--- src/rtl/meter_pkg.sv ---
// Shared types and constants for the parking-meter time sequencer.
package meter_pkg;

  localparam int COUNT_W    = 14;
  localparam int MAX_COUNT  = 9999;
  localparam int LOW_THRESH = 200;

  localparam int ADD_U    = 10;
  localparam int ADD_L    = 180;
  localparam int ADD_R    = 200;
  localparam int ADD_D    = 550;
  localparam int PRESET_A = 10;
  localparam int PRESET_B = 205;

  // Pending-register bit positions; a higher index means higher priority.
  localparam int P_TICK   = 0;
  localparam int P_ADD_U  = 1;
  localparam int P_ADD_L  = 2;
  localparam int P_ADD_R  = 3;
  localparam int P_ADD_D  = 4;
  localparam int P_PRE10  = 5;
  localparam int P_PRE205 = 6;
  localparam int NPEND    = 7;

  typedef enum logic [1:0] {
    MODE_EXPIRED = 2'b00,
    MODE_LOW     = 2'b01,
    MODE_NORMAL  = 2'b10
  } mode_e;

  typedef enum logic [1:0] {
    OP_TICK = 2'd0,
    OP_ADD  = 2'd1,
    OP_LOAD = 2'd2
  } op_e;

  typedef enum logic {
    ST_IDLE = 1'b0,
    ST_UPD  = 1'b1
  } state_e;

  // Display mode as a pure function of the seconds count.
  function automatic mode_e mode_of(input logic [COUNT_W-1:0] cnt,
                                    input logic [COUNT_W-1:0] low_thresh);
    if (cnt == '0)
      return MODE_EXPIRED;
    else if (cnt < low_thresh)
      return MODE_LOW;
    else
      return MODE_NORMAL;
  endfunction

endpackage

--- src/rtl/meter_ctrl_if.sv ---
// Button-pulse inputs and display-facing outputs of the meter sequencer.
interface meter_ctrl_if;
  import meter_pkg::*;

  logic               add_u;
  logic               add_l;
  logic               add_r;
  logic               add_d;
  logic               preset10;
  logic               preset205;
  logic [COUNT_W-1:0] count;
  logic [1:0]         mode;
  logic               blink_on;
  logic               sec_tick;

  // Debouncer / stimulus side.
  modport master (
    output add_u, add_l, add_r, add_d, preset10, preset205,
    input  count, mode, blink_on, sec_tick
  );

  // Sequencer side.
  modport slave (
    input  add_u, add_l, add_r, add_d, preset10, preset205,
    output count, mode, blink_on, sec_tick
  );

endinterface

--- src/rtl/meter_prescaler.sv ---
// One-second prescaler: wraps every CLK_HZ cycles, flags the first half-second.
module meter_prescaler #(
  parameter int CLK_HZ = 100_000_000
) (
  input  logic clk,
  input  logic reset,
  input  logic restart_i,
  output logic sec_tick_o,
  output logic half_sec_o
);

  localparam int PW = (CLK_HZ > 1) ? $clog2(CLK_HZ) : 1;
  localparam logic [PW-1:0] LAST = PW'(CLK_HZ - 1);
  localparam logic [PW-1:0] HALF = PW'(CLK_HZ / 2);

  logic [PW-1:0] cnt_q, cnt_d;
  logic          sec_tick_q, sec_tick_d;

  // Next count: restart wins over the natural wrap so a restart never emits a tick.
  always_comb begin
    cnt_d      = cnt_q + 1'b1;
    sec_tick_d = 1'b0;
    if (restart_i) begin
      cnt_d = '0;
    end else if (cnt_q == LAST) begin
      cnt_d      = '0;
      sec_tick_d = 1'b1;
    end
  end

  // Counter and tick registers.
  always_ff @(posedge clk) begin
    if (reset) begin
      cnt_q      <= '0;
      sec_tick_q <= 1'b0;
    end else begin
      cnt_q      <= cnt_d;
      sec_tick_q <= sec_tick_d;
    end
  end

  assign sec_tick_o = sec_tick_q;
  assign half_sec_o = (cnt_q < HALF);

endmodule

--- src/rtl/meter_ctrl.sv ---
// Parking-meter sequencer: arbitrates button pulses and the 1 Hz tick onto the
// seconds count, and derives display mode and blink for the anode/segment FSM.
module meter_ctrl
  import meter_pkg::*;
#(
  parameter int CLK_HZ     = 100_000_000,
  parameter int MAX_COUNT  = meter_pkg::MAX_COUNT,
  parameter int LOW_THRESH = meter_pkg::LOW_THRESH,
  parameter int ADD_U      = meter_pkg::ADD_U,
  parameter int ADD_L      = meter_pkg::ADD_L,
  parameter int ADD_R      = meter_pkg::ADD_R,
  parameter int ADD_D      = meter_pkg::ADD_D,
  parameter int PRESET_A   = meter_pkg::PRESET_A,
  parameter int PRESET_B   = meter_pkg::PRESET_B
) (
  input logic           clk,
  input logic           reset,
  meter_ctrl_if.slave   bus
);

  localparam logic [COUNT_W-1:0] MAX_C  = COUNT_W'(MAX_COUNT);
  localparam logic [COUNT_W-1:0] LOW_C  = COUNT_W'(LOW_THRESH);
  localparam logic [COUNT_W-1:0] ADD_UC = COUNT_W'(ADD_U);
  localparam logic [COUNT_W-1:0] ADD_LC = COUNT_W'(ADD_L);
  localparam logic [COUNT_W-1:0] ADD_RC = COUNT_W'(ADD_R);
  localparam logic [COUNT_W-1:0] ADD_DC = COUNT_W'(ADD_D);
  localparam logic [COUNT_W-1:0] PRE_AC = COUNT_W'(PRESET_A);
  localparam logic [COUNT_W-1:0] PRE_BC = COUNT_W'(PRESET_B);

  state_e             state_q, state_d;
  op_e                op_q, op_d;
  logic [COUNT_W-1:0] operand_q, operand_d;
  logic [COUNT_W-1:0] count_q, count_d;
  logic [NPEND-1:0]   pend_q, pend_d;
  logic [NPEND-1:0]   pulse_vec;
  logic [NPEND-1:0]   grant;
  logic               phase_q, phase_d;
  logic               restart;
  logic               sec_tick;
  logic               half_sec;
  logic [COUNT_W:0]   sum;
  mode_e              mode_c;
  logic               blink_c;

  meter_prescaler #(
    .CLK_HZ (CLK_HZ)
  ) u_prescaler (
    .clk        (clk),
    .reset      (reset),
    .restart_i  (restart),
    .sec_tick_o (sec_tick),
    .half_sec_o (half_sec)
  );

  assign pulse_vec = {bus.preset205, bus.preset10, bus.add_d, bus.add_r,
                      bus.add_l, bus.add_u, sec_tick};

  // Fixed-priority grant: a pending bit wins only if no higher bit is pending.
  for (genvar gi = 0; gi < NPEND; gi++) begin : g_grant
    assign grant[gi] = pend_q[gi] & ~(|(pend_q >> (gi + 1)));
  end

  // Saturating add is done one bit wider so overflow past MAX_COUNT is visible.
  assign sum = {1'b0, count_q} + {1'b0, operand_q};

  // FSM next state: grant and latch an operation in IDLE, commit it in UPD.
  always_comb begin
    state_d   = state_q;
    op_d      = op_q;
    operand_d = operand_q;
    count_d   = count_q;
    restart   = 1'b0;
    // A repeat pulse of an already-pending event merges into the same bit.
    pend_d    = pend_q | pulse_vec;

    unique case (state_q)
      ST_IDLE: begin
        if (|pend_q) begin
          state_d = ST_UPD;
          pend_d  = pend_d & ~grant;
          if (grant[P_PRE205]) begin
            op_d      = OP_LOAD;
            operand_d = PRE_BC;
          end else if (grant[P_PRE10]) begin
            op_d      = OP_LOAD;
            operand_d = PRE_AC;
          end else if (grant[P_ADD_D]) begin
            op_d      = OP_ADD;
            operand_d = ADD_DC;
          end else if (grant[P_ADD_R]) begin
            op_d      = OP_ADD;
            operand_d = ADD_RC;
          end else if (grant[P_ADD_L]) begin
            op_d      = OP_ADD;
            operand_d = ADD_LC;
          end else if (grant[P_ADD_U]) begin
            op_d      = OP_ADD;
            operand_d = ADD_UC;
          end else begin
            op_d      = OP_TICK;
            operand_d = '0;
          end
          // A preset supersedes any queued adds/ticks and starts a fresh second.
          if (grant[P_PRE205] || grant[P_PRE10]) begin
            pend_d[P_ADD_D:P_TICK] = '0;
            restart                = 1'b1;
          end
        end
      end
      ST_UPD: begin
        state_d = ST_IDLE;
        unique case (op_q)
          OP_LOAD: count_d = operand_q;
          OP_ADD:  count_d = (sum > {1'b0, MAX_C}) ? MAX_C : sum[COUNT_W-1:0];
          default: count_d = (count_q != '0) ? count_q - 1'b1 : '0;
        endcase
      end
      default: state_d = ST_IDLE;
    endcase
  end

  // FSM, pending and count registers; reset drops any in-flight update.
  always_ff @(posedge clk) begin
    if (reset) begin
      state_q   <= ST_IDLE;
      op_q      <= OP_TICK;
      operand_q <= '0;
      count_q   <= '0;
      pend_q    <= '0;
    end else begin
      state_q   <= state_d;
      op_q      <= op_d;
      operand_q <= operand_d;
      count_q   <= count_d;
      pend_q    <= pend_d;
    end
  end

  // Display mode and blink selection from the registered count.
  always_comb begin
    mode_c  = mode_of(count_q, LOW_C);
    blink_c = 1'b1;
    unique case (mode_c)
      MODE_LOW:     blink_c = phase_q;
      MODE_EXPIRED: blink_c = half_sec;
      default:      blink_c = 1'b1;
    endcase
  end

  // Blink phase toggles each second while LOW and is held lit otherwise.
  always_comb begin
    phase_d = phase_q;
    if (mode_c != MODE_LOW)
      phase_d = 1'b1;
    else if (sec_tick)
      phase_d = ~phase_q;
  end

  // Blink phase register.
  always_ff @(posedge clk) begin
    if (reset)
      phase_q <= 1'b1;
    else
      phase_q <= phase_d;
  end

  assign bus.count    = count_q;
  assign bus.mode     = mode_c;
  assign bus.blink_on = blink_c;
  assign bus.sec_tick = sec_tick;

endmodule
--- src/flat_wrapper.sv ---
// flat-port wrapper written by rule: the top's interface ports become plain ports
module meter_ctrl_flat import meter_pkg::*;
#(
  parameter int CLK_HZ     = 100_000_000,
  parameter int MAX_COUNT  = meter_pkg::MAX_COUNT,
  parameter int LOW_THRESH = meter_pkg::LOW_THRESH,
  parameter int ADD_U      = meter_pkg::ADD_U,
  parameter int ADD_L      = meter_pkg::ADD_L,
  parameter int ADD_R      = meter_pkg::ADD_R,
  parameter int ADD_D      = meter_pkg::ADD_D,
  parameter int PRESET_A   = meter_pkg::PRESET_A,
  parameter int PRESET_B   = meter_pkg::PRESET_B
)
  (clk, reset, bus_add_u, bus_add_l, bus_add_r, bus_add_d, bus_preset10, bus_preset205, bus_count, bus_mode, bus_blink_on, bus_sec_tick);
  meter_ctrl_if bus_i ();
  input logic clk;
  input logic reset;
  input wire logic [$bits(bus_i.add_u)-1:0] bus_add_u;
  input wire logic [$bits(bus_i.add_l)-1:0] bus_add_l;
  input wire logic [$bits(bus_i.add_r)-1:0] bus_add_r;
  input wire logic [$bits(bus_i.add_d)-1:0] bus_add_d;
  input wire logic [$bits(bus_i.preset10)-1:0] bus_preset10;
  input wire logic [$bits(bus_i.preset205)-1:0] bus_preset205;
  output wire logic [$bits(bus_i.count)-1:0] bus_count;
  output wire logic [$bits(bus_i.mode)-1:0] bus_mode;
  output wire logic [$bits(bus_i.blink_on)-1:0] bus_blink_on;
  output wire logic [$bits(bus_i.sec_tick)-1:0] bus_sec_tick;
  assign bus_i.add_u = bus_add_u;
  assign bus_i.add_l = bus_add_l;
  assign bus_i.add_r = bus_add_r;
  assign bus_i.add_d = bus_add_d;
  assign bus_i.preset10 = bus_preset10;
  assign bus_i.preset205 = bus_preset205;
  assign bus_count = bus_i.count;
  assign bus_mode = bus_i.mode;
  assign bus_blink_on = bus_i.blink_on;
  assign bus_sec_tick = bus_i.sec_tick;
  meter_ctrl #(.CLK_HZ(CLK_HZ), .MAX_COUNT(MAX_COUNT), .LOW_THRESH(LOW_THRESH), .ADD_U(ADD_U), .ADD_L(ADD_L), .ADD_R(ADD_R), .ADD_D(ADD_D), .PRESET_A(PRESET_A), .PRESET_B(PRESET_B)) u_core (.clk(clk), .reset(reset), .bus(bus_i));
endmodule
--- config.mk ---
export PLATFORM = sky130hd
export DESIGN_NAME = meter_ctrl_flat
export DESIGN_NICKNAME = d
export VERILOG_FILES = /design/src/rtl/meter_pkg.sv /design/src/rtl/meter_ctrl_if.sv /design/src/rtl/meter_prescaler.sv /design/src/rtl/meter_ctrl.sv /design/src/flat_wrapper.sv
export SDC_FILE = /design/constraint.sdc
export NUM_CORES = 1
export LEC_CHECK = 0
export ABC_AREA = 1
export BUFFER_PORTS_ARGS = -buffer_cell sky130_fd_sc_hd__buf_2
export CORE_MARGIN = 5
export CORE_UTILIZATION = 46
export DETAILED_ROUTE_END_ITERATION = 10
export GPL_ROUTABILITY_DRIVEN = 0
export GPL_TIMING_DRIVEN = 0
export SYNTH_ARGS = -nofsm -noshare
export SYNTH_HDL_FRONTEND = slang
export SYNTH_SLANG_ARGS = --single-unit
--- constraint.sdc ---
create_clock -name clk -period 6.16 [get_ports clk]
set_clock_uncertainty 0.05 [all_clocks]
set_input_delay 0.616 -clock clk [delete_from_list [all_inputs] [get_ports clk]]
set_output_delay 0.616 -clock clk [all_outputs]
set_load 0.02 [all_outputs]
==> summary.log, run 1 <==
[status] outcome finished, final reports clean
[global_routing] antenna violations before repair 0
[detailed_routing] number of violations reported at the end of detailed-routing iteration 0 192
[sta] final-report setup violation count 0
[cells_and_area] most common cell after layout, fill and taps aside sky130_fd_sc_hd__nand2_1
[cts] maximum level of the CTS H-tree 3
[cells_and_area] final net count 691
[detailed_routing] total via count in the routed design 4001
[global_routing] total gr overflow 0
[cells_and_area] Diodes inserted 0
[detailed_routing] post-DR vias/cell 5.13
[cells_and_area] P&R area growth vs syn 10.7%
[setup_path] Arrival @ worst endpoint 2.24 ns
[power_and_ir_drop] Pwr per Cell Area 280 mW/mm^2
[global_routing] wire length of the first global-routing pass 17.2 mm
[sta] maximum clock frequency 344 MHz
[synthesis] YS warnings 0
[cts] clock root cell sky130_fd_sc_hd__clkbuf_8
[setup_path] capturing instance or port of the critical path bus_blink_on
[synthesis] Net Count, Synth 655
[setup_path] worst setup path startpoint u_core.bus.count[1]
[placement] detailed placer's ending HPWL 8.00 mm
[placement] number of I/O port buffers 25
[power_and_ir_drop] leakage power summed over all cells 2.05 nW
[synthesis] Post-Syn Area per Cell 6.38 um^2
[cts] number of buffers between clock root and the deepest sink 2
[sta] Max-slew headroom 0.528
[detailed_routing] drt pass-1 iters 5
[global_routing] Tot GR Track Use 0.190
[cells_and_area] post-layout util 0.518
[placement] pre-CTS WS 3.42 ns
[setup_path] worst reg2reg path depth 19
[setup_path] category of the most critical setup path reg2out
[sta] slack of the critical path 3.26 ns
[sta] Final Hold Violating Endpoints 0
[sta] clock period minus final worst setup slack 2.90 ns
[floorplanning] starting density of the core 0.468
[floorplanning] row count 34
[power_and_ir_drop] total power after layout 0.00125 W
[cts] number of gates resized after CTS 0
[cts] CTS tree yes
[cts] TritonCTS buffer count 9
[synthesis] number of enable flip-flop cells after synthesis 0
[synthesis] flop and latch count out of synthesis 62
[synthesis] most common flop cell mapped by yosys sky130_fd_sc_hd__dfxtp_1
[synthesis] post-synthesis instance total 633
[detailed_routing] total wire length after detailed routing 10.1 mm
[setup_path] maximum fanout encountered on the critical timing path 5
[synthesis] post-synthesis instance area 0.00404 mm^2
[setup_path] kind of start point of the critical path flip-flop
[job] max-capacitance violation count 0
[sta] RSZ-0062 raised after global routing no
[cts] CTS Hold Buffers Added 0
[setup_path] Worst Path Required 5.49 ns
[floorplanning] DIE AREA 0.0108 mm^2
[synthesis] fraction of the yosys area taken by sequential cells 0.307
[sta] total count of max-transition violations in the final report 0
[cts] Num Clock Sinks 62
[cells_and_area] commonest non-fill, non-tap cells in the layout sky130_fd_sc_hd__nand2_1, sky130_fd_sc_hd__inv_1, sky130_fd_sc_hd__nor2_1
[sta] Tightest Pin Transition 0.705 ns
[hold_path] type of the worst min-delay path reg2reg
[placement] dpl cells 766
[cells_and_area] non-filler cells in the finished layout 780
[setup_path] kind of capture point of the worst setup path output pin
[global_routing] maximum number of pins on one net before global-route repair 11
[floorplanning] Core Box Area 0.00864 mm^2
[detailed_routing] DRC violation count after routing 0
[power_and_ir_drop] maximum resistive drop on vdd 0.000111 V
[synthesis] number of distinct library cells after synthesis 41
[floorplanning] total I/O pin count 26
[global_routing] number of global-route vias before repair 3797
[cts] clock slew at reported path FFs 0.07 ns
[synthesis] async set-reset flop share out of synthesis 0
[sta] Setup Total Neg Slack 0 ns
[setup_path] reg2reg start u_core.bus.count[0]
[sta] share of the clock period used by the worst path after layout 0.472
[floorplanning] chip height 104 um
[floorplanning] Chip Width 104 um
[cts] post-CTS repair timing setup buffer count 0
[detailed_routing] Antenna Violating Nets Remaining 0
[detailed_routing] Wirelength per Cell 12.9 um
[cts] later-pin clock latency in the skew report 0.33 ns
[cells_and_area] fraction of final layout cells with drive strength greater than 1 0.115
[setup_path] worst reg2reg path endpoint u_core.bus.count[7]
[setup_path] worst-case register-to-register setup slack 3.39 ns
## registers in the layout, summed over array words and instances, names as in the netlist
| name | cells |
|---|---|
| u_core.pend_q | 7 |
| u_core.op_q | 2 |
| u_core.u_prescaler.cnt_q | 27 |
| u_core.u_prescaler.sec_tick_o | 1 |
| u_core.bus.count | 14 |
| u_core.operand_q | 9 |
| u_core.state_q | 1 |
| u_core.phase_q | 1 |
## cells in the mapped netlist (3+ instances only)
master,number,area (um^2)
sky130_fd_sc_hd__a21oi_1,48,240
sky130_fd_sc_hd__a311oi_1,3,26.3
sky130_fd_sc_hd__a31oi_1,11,68.8
sky130_fd_sc_hd__buf_2,6,30.0
sky130_fd_sc_hd__buf_6,3,33.8
sky130_fd_sc_hd__clkbuf_1,5,18.8
sky130_fd_sc_hd__dfxtp_1,62,1240
sky130_fd_sc_hd__ha_1,13,163
sky130_fd_sc_hd__inv_1,91,342
sky130_fd_sc_hd__inv_2,3,11.3
sky130_fd_sc_hd__nand2_1,149,559
sky130_fd_sc_hd__nand2_2,6,37.5
sky130_fd_sc_hd__nand3_1,34,170
sky130_fd_sc_hd__nand3_2,5,50.1
sky130_fd_sc_hd__nand4_1,11,68.8
sky130_fd_sc_hd__nor2_1,84,315
sky130_fd_sc_hd__nor2_2,6,37.5
sky130_fd_sc_hd__nor3_1,14,70.1
sky130_fd_sc_hd__nor4_1,4,25.0
sky130_fd_sc_hd__o21ai_0,35,175
sky130_fd_sc_hd__xnor2_1,9,78.8
sky130_fd_sc_hd__xor2_1,7,61.3
## metal layers
layer  vias to the layer above  GRT usage  part of all wire
met5                         -          0                 0
met4                         0     0.0648             0.014
met3                        10     0.0330             0.036
met2                        67      0.339              0.50
met1                      1809      0.228              0.45
li1                       2115          -                 -
## final cells by class
cell class	instances	area [um^2]
clock buffers	13	169
repair buffers	25	125
inverters	95	357
flip-flops and latches	62	1240
fillers	901	4160
well taps	108	135
plain buffers	15	86.3
multi-input cells	461	2360
clock inverters	1	5.00
## how the worst min path moves through the flow
stage	cells past startpoint	from	to	slack, ns
6_report	1	u_core.u_prescaler.cnt_q[0]	u_core.u_prescaler.cnt_q[0]	0.40
5_1_grt	1	u_core.u_prescaler.cnt_q[0]	u_core.u_prescaler.cnt_q[0]	0.44
4_1_cts	1	u_core.u_prescaler.cnt_q[0]	u_core.u_prescaler.cnt_q[0]	0.40
3_5_place_dp	1	u_core.u_prescaler.cnt_q[0]	u_core.u_prescaler.cnt_q[0]	0.39
3_3_place_gp	1	u_core.u_prescaler.cnt_q[0]	u_core.u_prescaler.cnt_q[0]	0.38
2_1_floorplan	1	u_core.u_prescaler.cnt_q[0]	u_core.u_prescaler.cnt_q[0]	0.37
## logic make-up after synthesis
kind of cell / after synthesis / share of synthesized area
AOI/OAI and AO/OA: 107 / 0.146
xor gates and xnor gates: 16 / 0.0347
adders and majority gates: 14 / 0.0452
buffers and inverters: 110 / 0.110
DFF: 62 / 0.307
and+or+nand+nor: 324 / 0.358
## stage by stage
step	hold slack, ns	area, um^2
after floorplan	0.368	4040
after detailed placement	0.393	4300
after global routing	0.442	4480
final	0.399	4480
after global placement	0.381	4300
after CTS	0.403	4480
## critical path, cell delays in order (launching register included)
cell and delay [ns]:
sky130_fd_sc_hd__dfxtp_1 0.35, sky130_fd_sc_hd__inv_1 0.13, sky130_fd_sc_hd__ha_1 0.21, sky130_fd_sc_hd__nand2_1 0.11, sky130_fd_sc_hd__nor3_2 0.29, sky130_fd_sc_hd__inv_1 0.09, sky130_fd_sc_hd__nor2_1 0.26, sky130_fd_sc_hd__nand2_1 0.12
sky130_fd_sc_hd__a21oi_1 0.14, sky130_fd_sc_hd__nor2_1 0.06, sky130_fd_sc_hd__buf_2 0.16
## report_power, final
part	internal [W]	total (W)	leakage (nW)	switching (W)
Sequential	0.000436	0.000481	0.506	0.0000446
Combinational	0.000154	0.000453	1.45	0.000300
Clock	0.000174	0.000319	0.0914	0.000145
Total	0.000765	0.00125	2.05	0.000489
No activity file was read; power rests on OpenSTA's default activity.
==> run 2, diff against run 1 <==
--- a/config.mk
+++ b/config.mk
@@ -5,7 +5,7 @@
 export SDC_FILE = /design/constraint.sdc
 export NUM_CORES = 1
 export LEC_CHECK = 0
-export ABC_AREA = 1
+export ABC_AREA = 0
 export BUFFER_PORTS_ARGS = -buffer_cell sky130_fd_sc_hd__buf_2
 export CORE_MARGIN = 5
 export CORE_UTILIZATION = 46
==> constraint.sdc (replaced) <==
create_clock -name clk -period 2.9 [get_ports clk]
set_clock_uncertainty 0.05 [all_clocks]
set_input_delay 0.29 -clock clk [delete_from_list [all_inputs] [get_ports clk]]
set_output_delay 0.29 -clock clk [all_outputs]
set_load 0.02 [all_outputs]
==> summary.log, run 2 <==
[setup_path] Arrival @ worst endpoint 3.01 ns [+0.77 ns]
[synthesis] number of enable flip-flop cells after synthesis 0 [unchanged]
[synthesis] number of distinct library cells after synthesis 59 [+44%]
[cells_and_area] most common cell after layout, fill and taps aside sky130_fd_sc_hd__nor2_1
[hold_path] type of the worst min-delay path in2reg
[floorplanning] Core Box Area 0.00777 mm^2 [-10%]
[power_and_ir_drop] maximum resistive drop on vdd 0.000300 V [+170%]
[synthesis] Net Count, Synth 490 [-25%]
[synthesis] fraction of the yosys area taken by sequential cells 0.337 [+0.0295]
[sta] Tightest Pin Transition 0.691 ns [-0.0144 ns]
[floorplanning] row count 32 [-5.9%]
[setup_path] category of the most critical setup path reg2reg
[power_and_ir_drop] sw frac 0.388 [-0.00259]
[synthesis] post-synthesis instance total 468 [-26%]
[placement] pre-CTS WS -0.267 ns [-3.69 ns]
[synthesis] share of the synthesized area in the top cell type 0.337 [+0.0295]
[status] outcome finished, final reports clean
[global_routing] wire length of the first global-routing pass 16.8 mm [-2.4%]
[cts] TritonCTS buffer count 9 [unchanged]
[setup_path] maximum fanout encountered on the critical timing path 7 [+2]
[power_and_ir_drop] share of power burned in the clock network 0.281 [+0.026]
[floorplanning] starting density of the core 0.475 [+0.00673]
[power_and_ir_drop] Pwr per Cell Area 701 mW/mm^2 [+150%]
[sta] RSZ-0062 raised after global routing yes
[synthesis] Post-Syn Area per Cell 7.88 um^2 [+23%]
[cells_and_area] largest register by flop count u_core.u_prescaler.cnt_q
[job] max-capacitance violation count 0 [unchanged]
[synthesis] top cells by area, synth sky130_fd_sc_hd__dfxtp_1, sky130_fd_sc_hd__nor2_1, sky130_fd_sc_hd__xor2_1, sky130_fd_sc_hd__ha_1, sky130_fd_sc_hd__a21oi_1
[global_routing] Tot GR Track Use 0.210 [+0.0201]
[cells_and_area] non-filler cells in the finished layout 624 [-20%]
[sta] clock period minus final worst setup slack 2.81 ns
[power_and_ir_drop] Comb pwr share 0.393 [+0.031]
[cells_and_area] fraction of final layout cells with drive strength greater than 1 0.197 [+0.0827]
[cells_and_area] Diodes inserted 0 [unchanged]
[detailed_routing] total wire length after detailed routing 10.4 mm [+3.4%]
[detailed_routing] Wirelength per Cell 16.7 um [+29%]
[cts] Num Clock Sinks 62 [unchanged]
[synthesis] most common flop cell mapped by yosys sky130_fd_sc_hd__dfxtp_1
[cells_and_area] max reg flops 27 [unchanged]
[detailed_routing] drt pass-1 iters 5 [unchanged]
[power_and_ir_drop] share of power burned in registers 0.325 [-0.059]
[placement] detailed placer's ending HPWL 7.33 mm [-8.4%]
[power_and_ir_drop] internal power component 0.00194 W [+150%]
[global_routing] maximum number of pins on one net before global-route repair 12 [+1]
[placement] number of I/O port buffers 24 [-4.0%]
[cells_and_area] P&R area growth vs syn 22.4%
[setup_path] kind of capture point of the worst setup path flip-flop
[floorplanning] total I/O pin count 26 [unchanged]
[power_and_ir_drop] total power after layout 0.00316 W [+150%]
[cts] clock slew at reported path FFs 0.08 ns [about the same]
[synthesis] most frequently used cell type in the post-synthesis netlist sky130_fd_sc_hd__nor2_1
[floorplanning] Chip Width 99.5 um [-4.0%]
[global_routing] antenna violations before repair 0 [unchanged]
[sta] slack of the critical path 0.0915 ns [-3.16 ns]
[placement] standard cell area after detailed placement 0.00394 mm^2 [-8.5%]
[detailed_routing] Antenna Violating Nets Remaining 0 [unchanged]
[cts] later-pin clock latency in the skew report 0.34 ns [about the same]
[synthesis] ranking of synthesized cells by instance count sky130_fd_sc_hd__nor2_1, sky130_fd_sc_hd__dfxtp_1, sky130_fd_sc_hd__nand2_1
[synthesis] post-synthesis instance area 0.00369 mm^2 [-8.8%]
[global_routing] number of global-route vias before repair 3479 [-8.4%]
[sta] final-report setup violation count 0 [unchanged]
[detailed_routing] post-DR vias/cell 5.91 [+15%]
[detailed_routing] number of violations reported at the end of detailed-routing iteration 0 183 [-4.7%]
[detailed_routing] total via count in the routed design 3688 [-7.8%]
[setup_path] Worst Path Required 3.10 ns [-2.39 ns]
[floorplanning] chip height 99.5 um [-4.0%]
[placement] dpl cells 594 [-22%]
[power_and_ir_drop] leakage power summed over all cells 1.68 nW [-18%]
[cts] CTS Hold Buffers Added 0 [unchanged]
[setup_path] kind of start point of the critical path flip-flop
[cells_and_area] commonest non-fill, non-tap cells in the layout sky130_fd_sc_hd__nor2_1, sky130_fd_sc_hd__dfxtp_1, sky130_fd_sc_hd__nand2_1
[sta] maximum clock frequency 356 MHz
[sta] share of the clock period used by the worst path after layout 0.968
[sta] total count of max-transition violations in the final report 0 [unchanged]
[detailed_routing] DRC violation count after routing 0 [unchanged]
[cts] clock root cell sky130_fd_sc_hd__clkbuf_8
[cts] CTS tree yes
[sta] Max-slew headroom 0.535 [+0.00712]
[synthesis] largest area contributor in the netlist sky130_fd_sc_hd__dfxtp_1
[floorplanning] DIE AREA 0.00991 mm^2 [-7.9%]
[cells_and_area] final net count 539 [-22%]
[cells_and_area] summed area of non-filler cells in the final layout 0.00451 mm^2 [+0.84%]
[synthesis] YS warnings 0 [unchanged]
[cts] maximum level of the CTS H-tree 3 [unchanged]
[synthesis] async set-reset flop share out of synthesis 0 [unchanged]
[global_routing] total gr overflow 0 [unchanged]
[power_and_ir_drop] Net Sw Power 0.00123 W [+150%]
[cts] number of buffers between clock root and the deepest sink 2 [unchanged]
[sta] Final Hold Violating Endpoints 0 [unchanged]
[synthesis] flop and latch count out of synthesis 62 [unchanged]
[run 2: worst paths after layout]
check,cells past startpoint,to,slack [ns],startpoint
min reg2reg,1,u_core.u_prescaler.cnt_q[0],0.40,u_core.u_prescaler.cnt_q[0]
max,9,u_core.bus.count[4],0.09,u_core.bus.count[3]
max reg2reg,9,u_core.bus.count[4],0.09,u_core.bus.count[3]
min,2,u_core.pend_q[1],0.12,bus_add_u
[run 2: area by class of cell]
cell class | count | area [um^2]
well taps | 102 | 128
flip-flops and latches | 62 | 1260
plain buffers | 21 | 82.6
multi-input cells | 363 | 2490
clock inverters | 4 | 77.6
clock buffers | 12 | 155
inverters | 21 | 78.8
fillers | 749 | 3250
repair buffers | 39 | 236
[run 2: power by group through the flow]
| stage | Sequential, W | Clock (W) | Combinational (W) |
|---|---|---|---|
| 2_1_floorplan | 0.00104 | 0 | 0.000753 |
| 3_3_place_gp | 0.00103 | 0 | 0.00105 |
| 3_5_place_dp | 0.00103 | 0 | 0.00106 |
| 4_1_cts | 0.00101 | 0.000902 | 0.00112 |
| 5_1_grt | 0.00104 | 0.000942 | 0.00137 |
| 6_report | 0.00103 | 0.000890 | 0.00124 |
[run 2: logic make-up (layout without fill, tap and decap cells)]
logic type / count (synthesis) / count (layout) / share of synthesized area
and+or+nand+nor: 193 / 193 / 0.252
AOI/OAI and AO/OA: 115 / 115 / 0.219
DFF: 62 / 62 / 0.337
buffers and inverters: 43 / 97 / 0.0441
xor gates and xnor gates: 35 / 35 / 0.0831
adders and majority gates: 14 / 14 / 0.0495
muxes: 6 / 6 / 0.0163
[run 2: routing by layer]
layer	track usage	vias up	share of wire
met1	0.264	1749	0.42
met2	0.356	117	0.49
met5	0	-	0
li1	-	1790	-
met3	0.0309	32	0.053
met4	0.0893	0	0.033
[run 2: stage by stage]
| stage | util | hold WS [ns] | TNS, ns |
|---|---|---|---|
| 3_5_place_dp | 0.507 | 0.385 | -1.89 |
| 6_report | 0.581 | 0.122 | 0 |
| 3_3_place_gp | 0.507 | 0.375 | -1.91 |
| 5_1_grt | 0.581 | 0.118 | -0.439 |
| 4_1_cts | 0.552 | 0.111 | 0 |
| 2_1_floorplan | - | 0.368 | 0 |
[run 2: repair_timing]
action / CTS / global route
resized for setup: 18 / 36
setup buffers: 4 / 11
cloned: 0 / 0
setup endpoints to repair: 12 / 14
pin swaps: 4 / 18
[run 2: worst max-delay path, stage by stage, from the launching register on]
cell                       delay (ns)
sky130_fd_sc_hd__dfxtp_4         0.37
sky130_fd_sc_hd__ha_4            0.30
sky130_fd_sc_hd__a21o_1          0.13
sky130_fd_sc_hd__a21oi_2         0.06
sky130_fd_sc_hd__a2111o_1        0.49
sky130_fd_sc_hd__a21oi_4         0.26
sky130_fd_sc_hd__mux2i_4         0.36
sky130_fd_sc_hd__a211oi_2        0.12
sky130_fd_sc_hd__or2_4           0.30
sky130_fd_sc_hd__o32ai_1         0.26
